[config.mk]
export PLATFORM = sky130hd
export DESIGN_NAME = tick_timer
export DESIGN_NICKNAME = d
export VERILOG_FILES = /design/src/rtl/tick_timer.sv
export SDC_FILE = /design/constraint.sdc
export NUM_CORES = 1
export LEC_CHECK = 0
export ABC_CLOCK_PERIOD_IN_PS = 1950
export BUFFER_PORTS_ARGS = -buffer_cell sky130_fd_sc_hd__buf_2
export CORE_ASPECT_RATIO = 0.7
export CORE_MARGIN = 2
export CORE_UTILIZATION = 42
export DETAILED_ROUTE_END_ITERATION = 8
export HOLD_SLACK_MARGIN = 0.05
export PLACE_DENSITY = 0.71
export SLEW_MARGIN = 25
export SYNTH_ARGS = -nofsm -noshare
export SYNTH_HDL_FRONTEND = slang
export SYNTH_SLANG_ARGS = --single-unit
[constraint.sdc]
create_clock -name clock -period 1.95 [get_ports clock]
set_input_delay 0.195 -clock clock [delete_from_list [all_inputs] [get_ports clock]]
set_output_delay 0.195 -clock clock [all_outputs]
set_load 0.02 [all_outputs]
[src/rtl/tick_timer.sv]
// Programmable countdown timer with one-shot and periodic modes.
// Emits a registered one-cycle tick when the countdown expires.
module tick_timer #(
  parameter int WIDTH = 20
) (
  input  logic             clock,
  input  logic             reset,
  input  logic [WIDTH-1:0] period,
  input  logic             start,
  input  logic             stop,
  input  logic             auto_reload,
  output logic [WIDTH-1:0] count,
  output logic             tick,
  output logic             busy
);

  typedef enum logic {
    IDLE = 1'b0,
    RUN  = 1'b1
  } state_t;

  state_t           r_state;
  logic [WIDTH-1:0] r_count;
  logic             r_tick;
  logic             r_start_q;

  logic w_start_edge;
  logic w_period_zero;
  logic w_expire;

  assign w_start_edge  = start & ~r_start_q;
  assign w_period_zero = (period == '0);
  // count is never 0 while running; treating <=1 as expiry also keeps it from wrapping
  assign w_expire      = (r_count <= WIDTH'(1));

  // NOTE: sequential state uses non-blocking assignments so every register
  // samples pre-edge values; every branch assigns all three regs, so no hold paths are implied.
  always_ff @(posedge clock or posedge reset) begin
    if (reset) begin
      r_state   <= IDLE;
      r_count   <= '0;
      r_tick    <= 1'b0;
      r_start_q <= 1'b0;
    end else begin
      r_start_q <= start;
      case (r_state)
        IDLE: begin
          r_tick <= 1'b0;
          if (w_start_edge && !w_period_zero) begin
            r_count <= period;
            r_state <= RUN;
          end else begin
            r_count <= '0;
            r_state <= IDLE;
          end
        end
        RUN: begin
          // stop outranks a restart, which in turn outranks expiry
          if (stop) begin
            r_count <= '0;
            r_tick  <= 1'b0;
            r_state <= IDLE;
          end else if (w_start_edge) begin
            r_tick <= 1'b0;
            if (w_period_zero) begin
              r_count <= '0;
              r_state <= IDLE;
            end else begin
              r_count <= period;
              r_state <= RUN;
            end
          end else if (w_expire) begin
            r_tick <= 1'b1;
            if (auto_reload && !w_period_zero) begin
              r_count <= period;
              r_state <= RUN;
            end else begin
              r_count <= '0;
              r_state <= IDLE;
            end
          end else begin
            r_count <= r_count - WIDTH'(1);
            r_tick  <= 1'b0;
            r_state <= RUN;
          end
        end
        default: begin
          r_count <= '0;
          r_tick  <= 1'b0;
          r_state <= IDLE;
        end
      endcase
    end
  end

  assign count = r_count;
  assign tick  = r_tick;
  assign busy  = (r_state == RUN);

endmodule

---- After elaboration in Yosys (flattened, before gate mapping) ----
Index checks and enable logic that the tools add are counted.
cells by class
  bitwise logic cells ..................... 3
  magnitude comparators ................... 1
  mux-type cells .......................... 18
  reduce and logical (&&, ||, !) cells .... 4
  add/subtract/negate cells ............... 1
operators with widths
  kind                                                              count
  2-to-1 mux 20 bit                                                 6
  case mux 20 bit (2 select lines)                                  1
  less-or-equal comparator 20 x 1 -> 1 bit (second input constant)  1
  zero test 20 bit                                                  1
  subtractor 20 x 1 -> 20 bit (second input constant)               1
  2-to-1 mux 1 bit                                                  9
  case mux 1 bit (2 select lines)                                   2
  logical AND 1 bit                                                 2
  inverter 1 bit                                                    2
  AND 1 bit                                                         1
  zero test 1 bit                                                   1
word-level totals
  output and inout bits ................... 22
  logic and storage cells ................. 31
  register bits after elaboration ......... 23

---- Longest topological paths before layout ----
  depth in word-level cells ............... 8
  depth in mapped cells ................... 8

---- Worst setup path after synthesis ----
Ideal clock, no wire load.
  kind .................................... register to register
  start point ............................. reg r_count[0], in the netlist count[0]
  end point ............................... reg r_count[16], in the netlist count[16]
  period minus slack after synthesis ...... 1.948 ns
  stages on the path, launching flop included .. 8
  arrival time ............................ 1.826 ns
  path slack .............................. 0.002 ns
  cell sequence ........................... dfrtp_1 > inv_1 > ha_1 > nor3b_1 > nand3_1 > nor4_1 > xnor2_1 > o2bb2ai_1
on the way
  word-level cells in the longest chain between the ends .. 5
RTL lines
  item                                                                                     RTL line  source
  start, declared                                                                          23        logic [WIDTH-1:0] r_count;
  start signal, assigned                                                                   50        r_count <= period;
  start signal, assigned                                                                   69        r_count <= period;
  start signal, assigned                                                                   75        r_count <= period;
  subtractor 20 x 1 -> 20 bit or less-or-equal comparator 20 x 1 -> 1 bit (tied branches)  82, 34
  2-to-1 mux 20 bit (*)                                                                    72        end else if (w_expire) begin
  2-to-1 mux 20 bit (*)                                                                    63        end else if (w_start_edge) begin
  2-to-1 mux 20 bit (*)                                                                    59        if (stop) begin
  case mux 20 bit (2 select lines) (*)                                                     46        case (r_state)
Mark *: on every way between the ends. The rest lies on a longest branch, timed or not.

---- Final worst setup path ----
  start point ............................. reg r_count[0], in the netlist count[0]
  end point ............................... reg r_count[10], in the netlist count[10]
Same word-level chain as after synthesis.

==> results.py <==
metrics = {
    "floorplan": {
        "initial_core_util_pct": 43.4,
        "rows": 17,
        "num_io_pins": 47,
        "die_y_um": 51.5,
        "floorplan.die_area_mm2": 0.00371,
        "coreArea_mm2": 0.00313,
        "die_w_um": 71.9,
    },
    "worst_setup_path": {
        "worst-path-max-fanout": 15,
        "arrival_ps": 1990,
        "critPathLaunchType": "flop",
        "worst-endpoint-required_ps": 2120,
        "timing.setup.critical_path_class": "reg2reg",
        "setup.worst_path.end_class": "flop",
    },
    "yosys": {
        "synthesis.yosys.warnings": 0,
        "async_reset_ff_share_pct": 100,
        "synthesis.instances": 137,
        "synthesis.area_mm2": 0.00136,
        "number_of_enable_type_register_cells_in_the_synthesized_netlist": 0,
        "seq_area_frac_synth_pct": 42.4,
        "netlist-cell-type-count": 34,
        "average_instance_area_after_synthesis_um2": 9.90,
        "synth-seq-cells": 23,
        "mappedNetlistNets": 164,
        "synth-main-ff-cell": "dfrtp_1",
    },
    "power": {
        "power_leakage_nw": 0.865,
        "vdd.ir_drop.worst_uv": 523,
        "internal_power_w": 0.00119,
        "combPwrFrac_pct": 52.1,
        "fin_total_pwr_w": 0.00203,
        "sw_frac_of_total_pct": 41.1,
        "p_switching_w": 0.000835,
        "power_frac_seq_pct": 32.6,
        "power.share.clock_pct": 15.3,
        "powerDensity_mw_per_mm2": 1100,
    },
    "clocking": {
        "cts_tree": "done",
        "clk_path_buf_depth": 2,
        "cts.htree.levels": 1,
        "clkTransAtPathRegs_ps": 90,
        "clock_insertion_delay_worst_skew_ps": 270,
        "clock-sinks": 23,
        "cts_root_buf": "clkbuf_8",
        "numCtsBuffers": 3,
    },
    "detailed_routing": {
        "drt_wl_total_um": 3780,
        "ant_nets": 0,
        "drt_pre_antenna_iters": 4,
        "detailroute.via_count": 1362,
        "initialDrtViolationCount": 41,
        "route.detailed.drc": 0,
        "route.detailed.vias_per_inst": 5.60,
        "detail_route.wl_per_cell_um": 15.6,
    },
    "layout": {
        "layout.nets": 233,
        "final.fill_count": 281,
        "area_delta_synth_final_pct": 36.2,
        "final_core_util_pct": 59.1,
        "drive_gt1_share_pct": 37.6,
        "antenna_cells_inserted": 0,
    },
    "min_path": {
        "min_path_type": "in2reg",
    },
    "sta": {
        "final-hold-violation-count": 0,
        "finClkSkew_ps": 6.45,
        "finalSetupViolations": 0,
        "achievable_freq_mhz": 549,
        "maxSlewViolCount": 0,
        "period_share_pct": 93.4,
        "max-slew-margin-rel_pct": 75.5,
        "worst-slew-pin-transition_ps": 363,
        "fin_crit_ps": 1820,
    },
    "global_routing": {
        "grt_first_pass_wirelength_um": 6200,
        "first_global_vias": 1297,
        "gr-usage-all-layers_pct": 22.0,
        "grt-ovfl-total": 0,
        "initial_antenna_violation_count": 0,
        "grt_max_degree": 24,
    },
    "placed_design": {
        "dp_hpwl_um": 2930,
        "number_of_i_o_port_buffers": 46,
        "gp_routability_congestion": 0.894,
    },
    "run_status": {
        "status": "complete, no violations",
    },
    "run": {
        "drv.max_cap_violation_count": 0,
    },
}
power groups by stage:
stage,combinational [W],sequential [W],clock (W)
2_1_floorplan,0.000529,0.000771,0
6_report,0.00106,0.000662,0.000311
3_3_place_gp,0.00100,0.000659,0
5_1_grt,0.00116,0.000679,0.000339
3_5_place_dp,0.00102,0.000665,0
4_1_cts,0.00102,0.000657,0.000317
area by class of cell:
cell class                 count  area, um2  area share [%]
multi-input combinational    108        757            41.0
inverter                       3       11.3           0.610
tap                           38       47.5            2.57
clock buffer                   3       41.3            2.24
sequential                    23        577            31.2
clock inverter                 1       7.51           0.407
timing repair buffer          67        405            22.0
metal layers:
metal	wire length, um	GRT usage, %
met1	1820	32.4
met2	1690	33.0
met3	257	5.04
met4	19	4.72
met5	0	0
placed cells by master, fill, tap and decap left out, drive strengths merged, types with 2 or more instances in the layout:
| cell | instances |
|---|---|
| nor2 | 10 |
| a21oi | 3 |
| o21ai | 4 |
| inv | 3 |
| dlygate4sd3 | 2 |
| xnor2 | 12 |
| nor4 | 10 |
| nor2b | 3 |
| clkbuf | 3 |
| ha | 2 |
| xor2 | 5 |
| o2bb2ai | 19 |
| nor3 | 6 |
| buf | 65 |
| o31a | 2 |
| nand2 | 10 |
| or2 | 2 |
| dfrtp | 23 |
| nand3 | 5 |
| and2 | 3 |
| and3 | 2 |
per-stage QoR:
step / TNS [ps] / cells / cell area, um2 / hold WS (ps) / setup slack (ps)
finish: 0 / 243 / 1850 / 150 / 129
global route: -11.2 / 243 / 1850 / 144 / -11.2
CTS: 0 / 241 / 1820 / 147 / 9.42
detailed placement: 0 / 235 / 1750 / 261 / 31.0
global placement: 0 / 235 / 1750 / 250 / 96.0
floorplan: 0 / 137 / 1360 / 197 / 1.52
worst max-delay path, stage by stage (launching register included):
cell	delay (ps)
dfrtp_2	410
inv_1	60
ha_1	220
or2_2	290
nand4_1	110
o31a_1	200
nor2_4	60
buf_12	140
a22o_1	220
state kept, by name (all words and copies together) (netlist names):
register   count
tick           1
busy           1
count         20
r_start_q      1
cell usage after synthesis (all sizes together), types with 2 or more instances:
cell     instances  share of area (%)
and2             3                1.4
dfrtp           23                 42
and3             2               0.92
o31a             2                1.4
inv              3               0.83
nor3             6                2.2
nor2b            3                1.4
nor2            10                3.3
xnor2           12                7.7
a21oi            3                1.1
buf              3                1.8
ha               2                1.8
nand2           10                2.8
or2              2               0.92
nand3            5                1.8
o21ai            4                1.5
nor4            10                5.7
xor2             5                3.2
o2bb2ai         19                 12
final timing paths:
| kind | from | end | slack, ps | cells after the start |
|---|---|---|---|---|
| min in group asynchronous | reset | tick | 500 | 4 |
| worst max-delay path | count[0] | count[10] | 130 | 8 |
| worst min-delay path | period[7] | count[7] | 150 | 2 |
| max in group asynchronous | reset | count[0] | 1200 | 4 |
| worst max register to register | count[0] | count[10] | 130 | 8 |
| worst min register to register | r_start_q | busy | 590 | 3 |
cells by family after synthesis:
| logic type | after synthesis | share of synthesized area, % |
|---|---|---|
| AO/OA/AOI/OAI | 32 | 18.5 |
| XOR/XNOR | 17 | 11.0 |
| adder cells (fa/ha/maj) | 2 | 1.84 |
| buffers and inverters | 6 | 2.58 |
| flip-flops | 23 | 42.4 |
| AND/OR/NAND/NOR | 57 | 23.6 |
timing repair:
action / CTS / global route
setup endpoints to repair: 0 / 20
hold buffers: 2 / 0
hold endpoints to repair: 24 / 0
resized for setup: 0 / 3
setup buffers: 0 / 2
Note: power is estimated with default switching activity, not from simulation.
